**config.mk**
```make
export PLATFORM = sky130hd
export DESIGN_NAME = multicycle_ctrl
export DESIGN_NICKNAME = d
export VERILOG_FILES = /design/src/rtl/cpu_pkg.sv /design/src/rtl/instr_fields.sv /design/src/rtl/multicycle_ctrl.sv
export SDC_FILE = /design/constraint.sdc
export NUM_CORES = 1
export LEC_CHECK = 0
export CAP_MARGIN = 20
export CORE_MARGIN = 3
export CORE_UTILIZATION = 40
export CTS_CLUSTER_SIZE = 12
export DETAILED_ROUTE_END_ITERATION = 10
export PLACE_DENSITY = 0.67
export SYNTH_ARGS = -nofsm -noshare
export SYNTH_HDL_FRONTEND = slang
export SYNTH_SLANG_ARGS = --single-unit
export TNS_END_PERCENT = 1
```
**constraint.sdc**
```tcl
create_clock -name clk -period 5.05 [get_ports clk]
set_input_delay 1.2625 -clock clk [delete_from_list [all_inputs] [get_ports clk]]
set_output_delay 1.2625 -clock clk [all_outputs]
set_load 0.03 [all_outputs]
```
**src/rtl/cpu_pkg.sv**
```systemverilog
// Shared definitions for the multicycle controller: opcode constants,
// FSM state encoding, fault codes, the decoded-field bundle and small
// helper functions used by the control logic.
package cpu_pkg;

  localparam logic [5:0] OP_ADD = 6'b100000;
  localparam logic [5:0] OP_SUB = 6'b100010;
  localparam logic [5:0] OP_J   = 6'b000010;

  typedef enum logic [2:0] {
    ST_IDLE   = 3'd0,
    ST_FETCH  = 3'd1,
    ST_DECODE = 3'd2,
    ST_EXEC   = 3'd3,
    ST_WB     = 3'd4,
    ST_JUMP   = 3'd5,
    ST_HALT   = 3'd6
  } state_e;

  typedef enum logic [1:0] {
    FAULT_NONE    = 2'd0,
    FAULT_ILLEGAL = 2'd1,
    FAULT_TIMEOUT = 2'd2
  } fault_e;

  // Decoded view of an instruction word.
  typedef struct packed {
    logic [5:0]  opcode;
    logic [4:0]  rs;
    logic [4:0]  rt;
    logic [4:0]  rd;
    logic [25:0] target;
  } fields_t;

  function automatic logic is_alu_op(input logic [5:0] op);
    return (op == OP_ADD) || (op == OP_SUB);
  endfunction

  // Retired-instruction counter increments but never wraps.
  function automatic logic [15:0] sat_inc16(input logic [15:0] v);
    return (v == 16'hFFFF) ? v : v + 16'd1;
  endfunction

endpackage

```
**src/rtl/instr_fields.sv**
```systemverilog
// Purely combinational instruction field extraction, shared by the
// controller and the datapath.
// Ports:
//   ir_i      instruction register contents
//   fields_o  opcode [31:26], rs [25:21], rt [20:16], rd [15:11],
//             jump target [25:0]
module instr_fields
  import cpu_pkg::*;
(
  input  logic [31:0] ir_i,
  output fields_t     fields_o
);

  assign fields_o.opcode = ir_i[31:26];
  assign fields_o.rs     = ir_i[25:21];
  assign fields_o.rt     = ir_i[20:16];
  assign fields_o.rd     = ir_i[15:11];
  assign fields_o.target = ir_i[25:0];

endmodule

```
**src/rtl/multicycle_ctrl.sv**
```systemverilog
// Multicycle instruction controller: fetches a word over a req/ack
// instruction port, decodes ADD/SUB/J, sequences EXEC/WB or JUMP, keeps
// the program counter and a saturating retired-instruction count, and
// stops in an absorbing HALT state on an illegal opcode or fetch timeout.
// Ports:
//   clk, rst_n              clock, asynchronous active-low reset
//   imem_req/addr           fetch request and address (= pc)
//   imem_rdata/ack          fetched word and completion strobe
//   rs/rt/rd_addr           register-file addresses (DECODE/EXEC/WB only)
//   alu_op                  0 add, 1 subtract (SUB in EXEC/WB)
//   rf_we                   one-cycle register-file write pulse in WB
//   pc                      program counter
//   halt, fault_code        sticky fault indication and its cause
//   retired                 retired-instruction count, saturating
module multicycle_ctrl
  import cpu_pkg::*;
#(
  parameter logic [31:0] RESET_PC    = 32'h0000_0000,
  parameter int unsigned ACK_TIMEOUT = 16
) (
  input  logic        clk,
  input  logic        rst_n,
  output logic        imem_req,
  output logic [31:0] imem_addr,
  input  logic [31:0] imem_rdata,
  input  logic        imem_ack,
  output logic [4:0]  rs_addr,
  output logic [4:0]  rt_addr,
  output logic [4:0]  rd_addr,
  output logic        alu_op,
  output logic        rf_we,
  output logic [31:0] pc,
  output logic        halt,
  output logic [1:0]  fault_code,
  output logic [15:0] retired
);

  localparam bit          TIMEOUT_EN = (ACK_TIMEOUT != 0);
  // Wait-count value seen in the last permitted FETCH cycle.
  localparam logic [15:0] TO_LAST    =
    TIMEOUT_EN ? 16'(ACK_TIMEOUT - 1) : 16'd0;

  state_e      state_q,   state_d;
  logic [31:0] pc_q,      pc_d;
  logic [31:0] ir_q,      ir_d;
  logic [15:0] retired_q, retired_d;
  logic [15:0] wait_q,    wait_d;
  fault_e      fault_q,   fault_d;

  fields_t     fields;
  logic        fields_en;
  logic        is_sub;

  instr_fields u_fields (
    .ir_i     (ir_q),
    .fields_o (fields)
  );

  assign is_sub = (fields.opcode == OP_SUB);

  // NOTE: sequential state uses non-blocking assignments so every register
  // samples the pre-edge values of the others; IR is an ordinary register,
  // not a memory, so it is reset along with the rest of the state.
  always_ff @(posedge clk or negedge rst_n) begin
    if (!rst_n) begin
      state_q   <= ST_IDLE;
      pc_q      <= RESET_PC;
      ir_q      <= '0;
      retired_q <= '0;
      wait_q    <= '0;
      fault_q   <= FAULT_NONE;
    end else begin
      state_q   <= state_d;
      pc_q      <= pc_d;
      ir_q      <= ir_d;
      retired_q <= retired_d;
      wait_q    <= wait_d;
      fault_q   <= fault_d;
    end
  end

  // NOTE: every signal written here gets a default first, so no path
  // through the case statement can leave one unassigned and infer a latch.
  always_comb begin
    state_d   = state_q;
    pc_d      = pc_q;
    ir_d      = ir_q;
    retired_d = retired_q;
    wait_d    = '0;          // only FETCH keeps counting
    fault_d   = fault_q;
    imem_req  = 1'b0;
    rf_we     = 1'b0;
    alu_op    = 1'b0;
    fields_en = 1'b0;

    unique case (state_q)
      ST_IDLE: state_d = ST_FETCH;

      ST_FETCH: begin
        imem_req = 1'b1;
        if (imem_ack) begin
          ir_d    = imem_rdata;
          state_d = ST_DECODE;
        end else if (TIMEOUT_EN && (wait_q == TO_LAST)) begin
          state_d = ST_HALT;
          fault_d = FAULT_TIMEOUT;
        end else if (TIMEOUT_EN) begin
          wait_d  = wait_q + 16'd1;
        end
      end

      ST_DECODE: begin
        fields_en = 1'b1;
        if (is_alu_op(fields.opcode)) begin
          state_d = ST_EXEC;
        end else if (fields.opcode == OP_J) begin
          state_d = ST_JUMP;
        end else begin
          state_d = ST_HALT;
          fault_d = FAULT_ILLEGAL;
        end
      end

      ST_EXEC: begin
        fields_en = 1'b1;
        alu_op    = is_sub;
        state_d   = ST_WB;
      end

      ST_WB: begin
        fields_en = 1'b1;
        alu_op    = is_sub;
        rf_we     = 1'b1;
        pc_d      = pc_q + 32'd4;   // wraps naturally at 2^32
        retired_d = sat_inc16(retired_q);
        state_d   = ST_FETCH;
      end

      ST_JUMP: begin
        // Pseudo-direct jump: keep the current 256 MB region.
        pc_d      = {pc_q[31:28], fields.target, 2'b00};
        retired_d = sat_inc16(retired_q);
        state_d   = ST_FETCH;
      end

      ST_HALT: state_d = ST_HALT;

      default: state_d = ST_HALT;
    endcase
  end

  // Register addresses are only meaningful while an ALU instruction is in
  // flight; elsewhere they are held at zero.
  assign rs_addr    = fields_en ? fields.rs : 5'd0;
  assign rt_addr    = fields_en ? fields.rt : 5'd0;
  assign rd_addr    = fields_en ? fields.rd : 5'd0;

  assign imem_addr  = pc_q;
  assign pc         = pc_q;
  assign halt       = (state_q == ST_HALT);
  assign fault_code = fault_q;
  assign retired    = retired_q;

endmodule

```
==> impl_results.md <==
- Sequential share of the synthesized area: 44.5%
- Row cnt: 42
- Via count: 4,405
- Fmax: 263 MHz
- Final setup vio count: 0
- Yosys reg bits: 99
- Postcts setup bufs: 0
- Max Cap Viol: 0
- PD cells: 636 mW/mm^2
- Antenna-violating nets left: 0
- Storage cell area: 0.00248 mm^2
- Critical path, cell by cell: nor2b_2 -> nand2_4 -> clkinv_4 -> a21oi_2 -> and2b_1 -> clkdlybuf4s50_1
- DR WL/cell: 17.2 um
- VDD IR max: 0.306 mV
- LEAKAGE: 2.94 nW
- Core Box Area: 0.0135 mm^2
- Slowest CP cell: clkdlybuf4s50_1
- Share of cells above drive strength 1: 10.2%
- Post-synth EDFFs: 0
- CTS root buffer: clkbuf_16
- Nets: 672
- DRT met1 WL: 6.41 mm
- RSZ-0062 raised after global routing: no
- Die Area: 0.0154 mm^2
- Yosys cell types: 71
- Crit path arrival time: 2.54 ns
- Area grow syn2layout: 25.9%
- Filler Cell Count: 1,260
- Synth warn: 0
- # clock sinks: 99
- HP Class: flop to flop
- Final core utilization: 52.1%
- Setup crit end kind: output port
- Reg clk slew, reported paths: 0.07 ns
- Top Metal Used: met4
- Initial antenna violation count: 0
- Critical path type: flop to output port
- Clock Tree Buf Depth: 2
- Fin. Hold Viols: 0
- Post-Synthesis Cells: 550
- Worst Path Buf+Inv: 2
- CTS Hold Bufs: 0
- Top cells by area, synth: dfrtp_1 (44%), mux2_4 (5.7%), buf_4 (5.3%)
- Count leader, synth: dfrtp_1
- CP top delay family: buffers and inverters
- All-Layer GR Usage: 19.0%
- Largest stage delay, worst path: 0.59 ns
- Port Buf Inserts: 131
- Die Ht: 124 um
- CTS tree: built
- Number of global-route vias before repair: 4,420
- Resize count post-CTS: 0
- Setup_tns: 0 ns
- Wire length on met2: 6.64 mm
- Worst-Margin Slew: 0.994 ns
- Worst slew margin: 33.7%
- Area used by multi-input combinational logic: 0.00259 mm^2
- Hpwl dp: 9.94 mm
- Post-synth top area cell: dfrtp_1
- Initial Util: 41.4%
- Vias per cell: 5.40
- Crit Path Max Fanout: 15
- Pins Over Slew Limit: 0
- I/O pins: 136
- Post-layout minimum cycle time: 3.80 ns
- Htree depth: 3
- Synth Flop Type: dfrtp_1
- DRC: 0
- Grt ovf: 0
- Syn Std Cell Area: 0.00557 mm^2
- Die Wd: 124 um
- Status: finished, final reports clean
- Total CTS buffers: 9
- Layout Skew: 0.00649 ns
- Asr flop ratio synth: 100%
- Drt first pass iters: 5
- CP startpoint kind: flop
- Post-Route WL: 14.0 mm
- Post-route cell area: 0.00701 mm^2
- Synth top area share: 44.5%
- Largest net degree at the start of global routing: 70
- Clk Latency, worst-skew pair: 0.35 ns
- Placed inst area: 0.00669 mm^2
- Tcrit/Tclk final: 75.2%
- DR iter-0 viols: 354
- First-pass GRT wire length: 22.9 mm
- DR WL met3: 821 um
- Mean area per synthesized cell: 10.1 um^2
- Gpl congestion: 0.874
- Worst Path Required: 3.79 ns
- Ant diodes: 0
- List of most frequent post-synthesis cells: dfrtp_1 (99), nor2_1 (40), buf_4 (39)
-- path summary, 6_finish.rpt --
path	start	to	slack, ns	cells past startpoint
worst max-delay path	state_q[2]	rt_addr[0]	1.25	6
worst min-delay path	wait_q[0]	wait_q[0]	0.48	1
worst max register to register	state_q[0]	ir_q[1]	2.46	5
worst min register to register	wait_q[0]	wait_q[0]	0.48	1
max in group asynchronous	rst_n	ir_q[29]	3.08	2
min in group asynchronous	rst_n	ir_q[25]	1.01	1
-- report_power, final --
part	switching (mW)	internal, mW	leakage, nW
combinational	1.30	1.01	1.54
clock	0.300	0.423	0.155
sequential	0.355	1.07	1.24
total	1.96	2.50	2.94
-- metrics by stage --
step	cells	setup WS (ns)	total power [mW]	hold slack (ns)
after global routing	815	1.12	4.72	0.516
final	815	1.25	4.45	0.479
after floorplan	553	2.13	3.02	0.448
after CTS	815	1.23	4.48	0.486
after global placement	799	1.69	3.70	0.468
after detailed placement	799	1.63	3.74	0.472
-- placed cells by master (no fill, tap or decap), types with 8 or more instances in the layout --
master / count
a21oi_1: 20
and2b_1: 9
and3_1: 13
and4_1: 10
clkbuf_16: 9
clkdlybuf4s50_1: 130
dfrtp_1: 99
inv_1: 12
mux2_4: 21
nand2_1: 26
nand3_1: 28
nand4_1: 17
nor2_1: 40
nor3_1: 24
nor4_1: 12
o21ai_0: 25
or3_1: 8
xor2_1: 25
-- layer usage --
metal | track usage [%] | up-vias
met1 | 26.5 | 2169
met2 | 29.5 | 127
li1 | - | 2098
met5 | 0 | -
met3 | 5.31 | 11
met4 | 4.38 | 0
-- cell type report --
cell class / instances / share of cell area (%)
inverters: 14 / 0.821
multi-input cells: 374 / 37.0
clock inverters: 4 / 0.678
flip-flops and latches: 99 / 35.4
clock buffers: 12 / 3.80
repair buffers: 136 / 19.2
well taps: 176 / 3.14
-- cell families (layout without fill, tap and decap cells) --
family                   after synthesis  count (layout)  synth area share (%)
AO/OA/AOI/OAI                         84              84                  9.82
multiplexers                          35              35                  8.40
XOR/XNOR                              31              31                  4.88
other                                  1               4                0.0674
flip-flops                            99              99                  44.5
AND/OR/NAND/NOR                      217             217                  22.4
adder cells (fa/ha/maj)                3               3                 0.674
buffers and inverters                 80             166                  9.21
-- registers in the layout, indices dropped and copies added, names as in the netlist --
register    count
fault_code      2
imem_addr      30
ir_q           32
retired        16
state_q         3
wait_q         16
-- worst reg2reg max path, delay by kind of cell, from the launching register on --
kind	cells	cell delay (ns)
buf+inv	2	0.45
mux	1	0.43
simple gates	2	1.27
flops	1	0.34
No activity file was read; power rests on OpenSTA's default activity.
==> RTL edit 1: new RTL, same settings <==
Take the reset off `ir_q` and load it in a clocked block of its own.
--- a/src/rtl/multicycle_ctrl.sv
+++ b/src/rtl/multicycle_ctrl.sv
@@ -65,18 +65,20 @@
     if (!rst_n) begin
       state_q   <= ST_IDLE;
       pc_q      <= RESET_PC;
-      ir_q      <= '0;
       retired_q <= '0;
       wait_q    <= '0;
       fault_q   <= FAULT_NONE;
     end else begin
       state_q   <= state_d;
       pc_q      <= pc_d;
-      ir_q      <= ir_d;
       retired_q <= retired_d;
       wait_q    <= wait_d;
       fault_q   <= fault_d;
     end
+  end
+
+  always_ff @(posedge clk) begin
+    ir_q <= ir_d;
   end
 
   // NOTE: every signal written here gets a default first, so no path
Function: no difference found for any inputs over 10 cycles, from zero or initial values and one cycle with rst_n low; that may be too few to reach the edited logic, so the function may still have changed.
==> RTL edit 1 against the unedited design <==
Area after synthesis down 9.0%. Via count shrank 6.3%. Wire length decreased by 9.0%. Setup slack worse by 0.052 ns. Register-to-register slack better by 0.40 ns. Power down 11%. Design area shrank 5.6%. Sequential cell count unchanged. Core utilization rose by 2.1 points. Critical endpoint is now alu_op. Highest routed layer unchanged.
==> RTL edit 1: results (changes against the unedited design) <==
* Relative slew margins at 0.4261 (+0.08880)
* Non-filler cells, final at 757 (-7.1%)
* Largest net degree at the start of global routing at 39 (-44%)
* Lkg Pwr at 2.493 nW (-15%)
* R2R Path Start: imem_addr[4]
* Layout cells sized above 1 at 0.07470 (-0.02702)
* Post-synthesis cell type count at 61 (-14%)
* Clk_skew at 0.005783 ns (-0.0007048 ns)
* Post-Place Worst Slack at 1.565 ns (-0.06366 ns)
* GP Congestion at 0.8560 (-2.1%)
* Area contributors post-synth: dfrtp_1 (33%), edfxtp_1 (19%), buf_4 (5.0%), xnor2_1 (2.8%), nor2_1 (2.7%)
* Iteration-0 DRC Markers at 256 (-28%)
* Post-synthesis sequential area ratio at 0.5208 (+0.07581)
* Hold worst-path end: wait_q[0]
* Max rail drop VDD at 0.3915 mV (+28%)
* Post-synth top cells: dfrtp_1 (67), nor2_1 (37), buf_4 (34)
* All-Layer GR Usage at 0.1851 (-0.004643)
* Fill cells at 1121 (-11%)
* Reg2reg setup slack at 2.86 ns (+0.40 ns)
* Placed Cells incl. Taps at 741 (-7.3%)
* Reg-to-Reg End: imem_addr[25]
* Async SR Flop Fraction at 0.6768 (-0.3232)
* Post-synth EDFFs at 32 (+32)
* Area post-placement at 0.006315 sq mm (-5.7%)
* Layout net count at 622 (-7.4%)
* Crit-path max cell delay at 0.68 ns (+0.09 ns)
* Vias in the first global route at 4204 (-4.9%)
* DP HPWL at 9.107 mm (-8.4%)
* Syn Inst Count at 484 (-12%)
* Final hold slack at 0.4614 ns (-0.01755 ns)
* Vias/cell at 5.453 (+0.89%)
* R2r worst-path depth at 4 (-1)
* Final WL at 12.75 mm (-9.0%)
* Status: finished, final reports clean
* Crit Path Max Fanout at 29 (+14)
==> RTL edit 1: cell count changes after synthesis, moves of 9 or more <==
cell / change
and2b_1: -9
and3_1: -10
dfrtp_1: -32
edfxtp_1: +32
mux2_4: -21
nand3_1: -11
nor2b_1: +9
nor3_1: -13
xnor2_1: +10
xor2_1: -11
==> RTL edit 1: layer usage <==
layer  track usage  part of all wire  vias up
met5             0                 0        -
li1              -                 -     1950
met4       0.05865             0.012        0
met1        0.2426              0.44     2013
met2        0.3016              0.49      151
met3       0.04641             0.057       14
==> RTL edit 1: logic make-up after synthesis <==
kind of cell,synth area share
other,0.0007404
AND/OR/NAND/NOR,0.2102
multiplexers,0.006176
adder cells (fa/ha/maj),0.007412
flip-flops,0.5208
AO/OA/AOI/OAI,0.1250
XOR/XNOR,0.05188
buffers and inverters,0.07781
==> RTL edit 1: final cells by class <==
type	instances	area (sq um)	area share
flip-flops and latches	99	2638	0.3988
clock buffers	13	280.3	0.04238
multi-input cells	320	2047	0.3095
clock inverters	3	18.77	0.002838
repair buffers	139	1364	0.2062
inverters	15	56.30	0.008513
well taps	168	210.2	0.03178
==> RTL edit 1: how the worst max path moves through the flow <==
stage               startpoint     end  slack [ns]  depth (start not counted)
finish              state_q[0]  alu_op        1.20                          6
global route        state_q[0]  alu_op         1.0                          6
CTS                 state_q[0]  alu_op        1.17                          6
detailed placement  state_q[0]  alu_op        1.56                          6
global placement    state_q[0]  alu_op        1.65                          6
floorplan           state_q[1]  alu_op        1.92                          7
==> RTL edit 1: power breakdown <==
group | switching [mW] | leakage (nW) | internal (mW) | total, mW
registers | 0.266 | 1.15 | 1.02 | 1.29
logic | 1.21 | 1.19 | 0.770 | 1.98
clock network | 0.292 | 0.152 | 0.388 | 0.680
==> RTL edit 2: new RTL, same settings <==
Without the edit above. Set the parameter `ACK_TIMEOUT` to 8 (it was 16).
--- a/src/rtl/multicycle_ctrl.sv
+++ b/src/rtl/multicycle_ctrl.sv
@@ -16,7 +16,7 @@
   import cpu_pkg::*;
 #(
   parameter logic [31:0] RESET_PC    = 32'h0000_0000,
-  parameter int unsigned ACK_TIMEOUT = 16
+  parameter int unsigned ACK_TIMEOUT = 8
 ) (
   input  logic        clk,
   input  logic        rst_n,
Function: changed (a bounded check fails within 10 cycles, from zero or initial values and one cycle with rst_n low).
==> RTL edit 2 against the unedited design <==
Sequential cell count stayed put. Design area is 4.8% lower. Wire length is 8.0% lower. Setup slack worse by 0.47 ns. First-iteration DRC count is 27% lower. Fmax is 11% lower. Area after synthesis is 7.4% lower. Die area is 7.0% lower.
Power is not compared: it rests on default switching activity, and its combinational part moved more than twofold at a synthesized area within 25%.
==> RTL edit 2: results (changes against the unedited design) <==
* Status: finished, final reports clean
* DP HPWL at 9.200 mm (-7.5%)
* Layout net count at 649 (-3.4%)
* Resized Gates After CTS at 0 (unchanged)
* H-tree levels at 3 (unchanged)
* Met2 Routed Length at 6.399 mm (-3.7%)
* Max FFs per register at 32 (unchanged)
* Lkg Pwr at about 2.7 nW
* All-Layer GR Usage at 0.1819 (-0.007824)
* Initial antenna violation count at 0 (unchanged)
* Worst Setup SP: state_q[1]
* Area contributors post-synth: dfrtp_1 (48%), mux2_2 (7.0%), buf_4 (5.4%), xnor2_1 (3.7%), o21ai_0 (3.3%)
* Synth Flop Type: dfrtp_1
* Measured slew at the worst slew-check pin at 0.9726 ns (-0.02149 ns)
* Area post-placement at 0.006362 sq mm (-5.0%)
* Clock latency on the worst-skew pair at 0.35 ns (about the same)
* Flops & latches, synth at 99 (unchanged)
* Placed Cells incl. Taps at 768 (-3.9%)
* Post-Syn Area per Cell at 9.937 sq um (-1.8%)
* DRC Markers at 0 (unchanged)
* Vias/cell at 5.341 (-1.2%)
* 1st-pass router iterations at 8 (+3)
* Largest net degree at the start of global routing at 76 (+8.6%)
* R2R Path Start: state_q[0]
* Highest metal used: met4
* Post-Place Worst Slack at 1.159 ns (-0.4694 ns)
* Synth Warn # at 0 (unchanged)
* Root buf cell: clkbuf_16
* First-pass GRT wire length at 20.90 mm (-8.9%)
* Vias in the first global route at 4044 (-8.5%)
* Clk_skew at 0.006260 ns (-0.0002274 ns)
* R2r worst-path depth at 6 (+1)
* Layout cells sized above 1 at 0.1039 (+0.002175)
* Reported net switching power at between 0.3 and 0.4 mW
* Most flops, register: ir_q
* Routed length on met1 at 5.542 mm (-14%)
* Post-synthesis cell type count at 50 (-30%)
* Post-CTS setup buffer count at 0 (unchanged)
* Via count at 4187 (-4.9%)
* CP arrival at 3.01 ns (+0.47 ns)
* Async SR Flop Fraction at 1.000 (unchanged)
* Iteration-0 DRC Markers at 258 (-27%)
* Final WL at 12.89 mm (-8.0%)
* Routed length on met3 at 823 um (+0.24%)
* Crit Path Max Fanout at 30 (+15)
* Post-synthesis sequential area ratio at 0.4803 (+0.03541)
* Max rail drop VDD at about 0.23 mV
* GP Congestion at 0.8256 (-5.6%)
* Post-synth top cells: dfrtp_1 (99), nor2_1 (42), buf_4 (37)
## RTL edit 2: worst paths after layout
check / end / slack (ns)
min in group asynchronous: imem_addr[26] / 1.05
max reg2reg: ir_q[8] / 2.29
max in group asynchronous: imem_addr[8] / 3.07
max: rt_addr[1] / 0.78
min: wait_q[0] / 0.47
min reg2reg: wait_q[0] / 0.47
## RTL edit 2: worst max-delay path, cell delays in order, from the launching register on
cell             delay [ns]
dfrtp_1                0.52
nand2b_1               0.15
buf_4                  0.28
nor2_2                 0.16
a21oi_1                0.58
buf_4                  0.29
nor2b_1                0.06
clkdlybuf4s50_1        0.61
## RTL edit 2: area by class of cell
type / instances / area (sq um)
Clock inverter: 7 / 83.83
Tap cell: 168 / 210.2
Clock buffer: 9 / 225.2
Multi-Input combinational cell: 350 / 2265
Inverter: 13 / 48.80
Fill cell: 1114 / 5640
Timing Repair Buffer: 138 / 1361
Sequential cell: 99 / 2477
## RTL edit 2: kinds of logic (layout without fill, tap and decap cells)
group                      Yosys count  after routing  share of synthesized area
AOI/OAI and AO/OA                   92             92                     0.1099
muxes                               36             36                    0.07788
buffers and inverters               73            167                    0.08321
xor gates and xnor gates            31             31                    0.05264
adders and majority gates            3              3                   0.007279
other                                1              4                  0.0007271
and+or+nand+nor                    184            184                     0.1880
DFF                                 99             99                     0.4804
## RTL edit 2: through the flow
stage                       util  total power [mW]
final                     0.5419             1.556
after global routing      0.5419             1.612
after CTS                 0.5419             1.576
after detailed placement  0.5168            0.8552
after global placement    0.5168            0.8549
after floorplan                -            0.8145
## RTL edit 2: routing by layer
metal / vias up / track usage
met4: 0 / 0.04939
li1: 1985 / -
met2: 148 / 0.3061
met3: 8 / 0.04524
met5: - / 0
met1: 2046 / 0.2345
## RTL edit 2: power by group through the flow
stage                     Clock (mW)  Sequential (mW)  Combinational, mW
after floorplan                    0            0.808            0.00648
after global placement             0            0.808             0.0471
after detailed placement           0            0.808             0.0475
after CTS                      0.736            0.792             0.0476
after global routing           0.769            0.792             0.0515
final                          0.718            0.792             0.0461
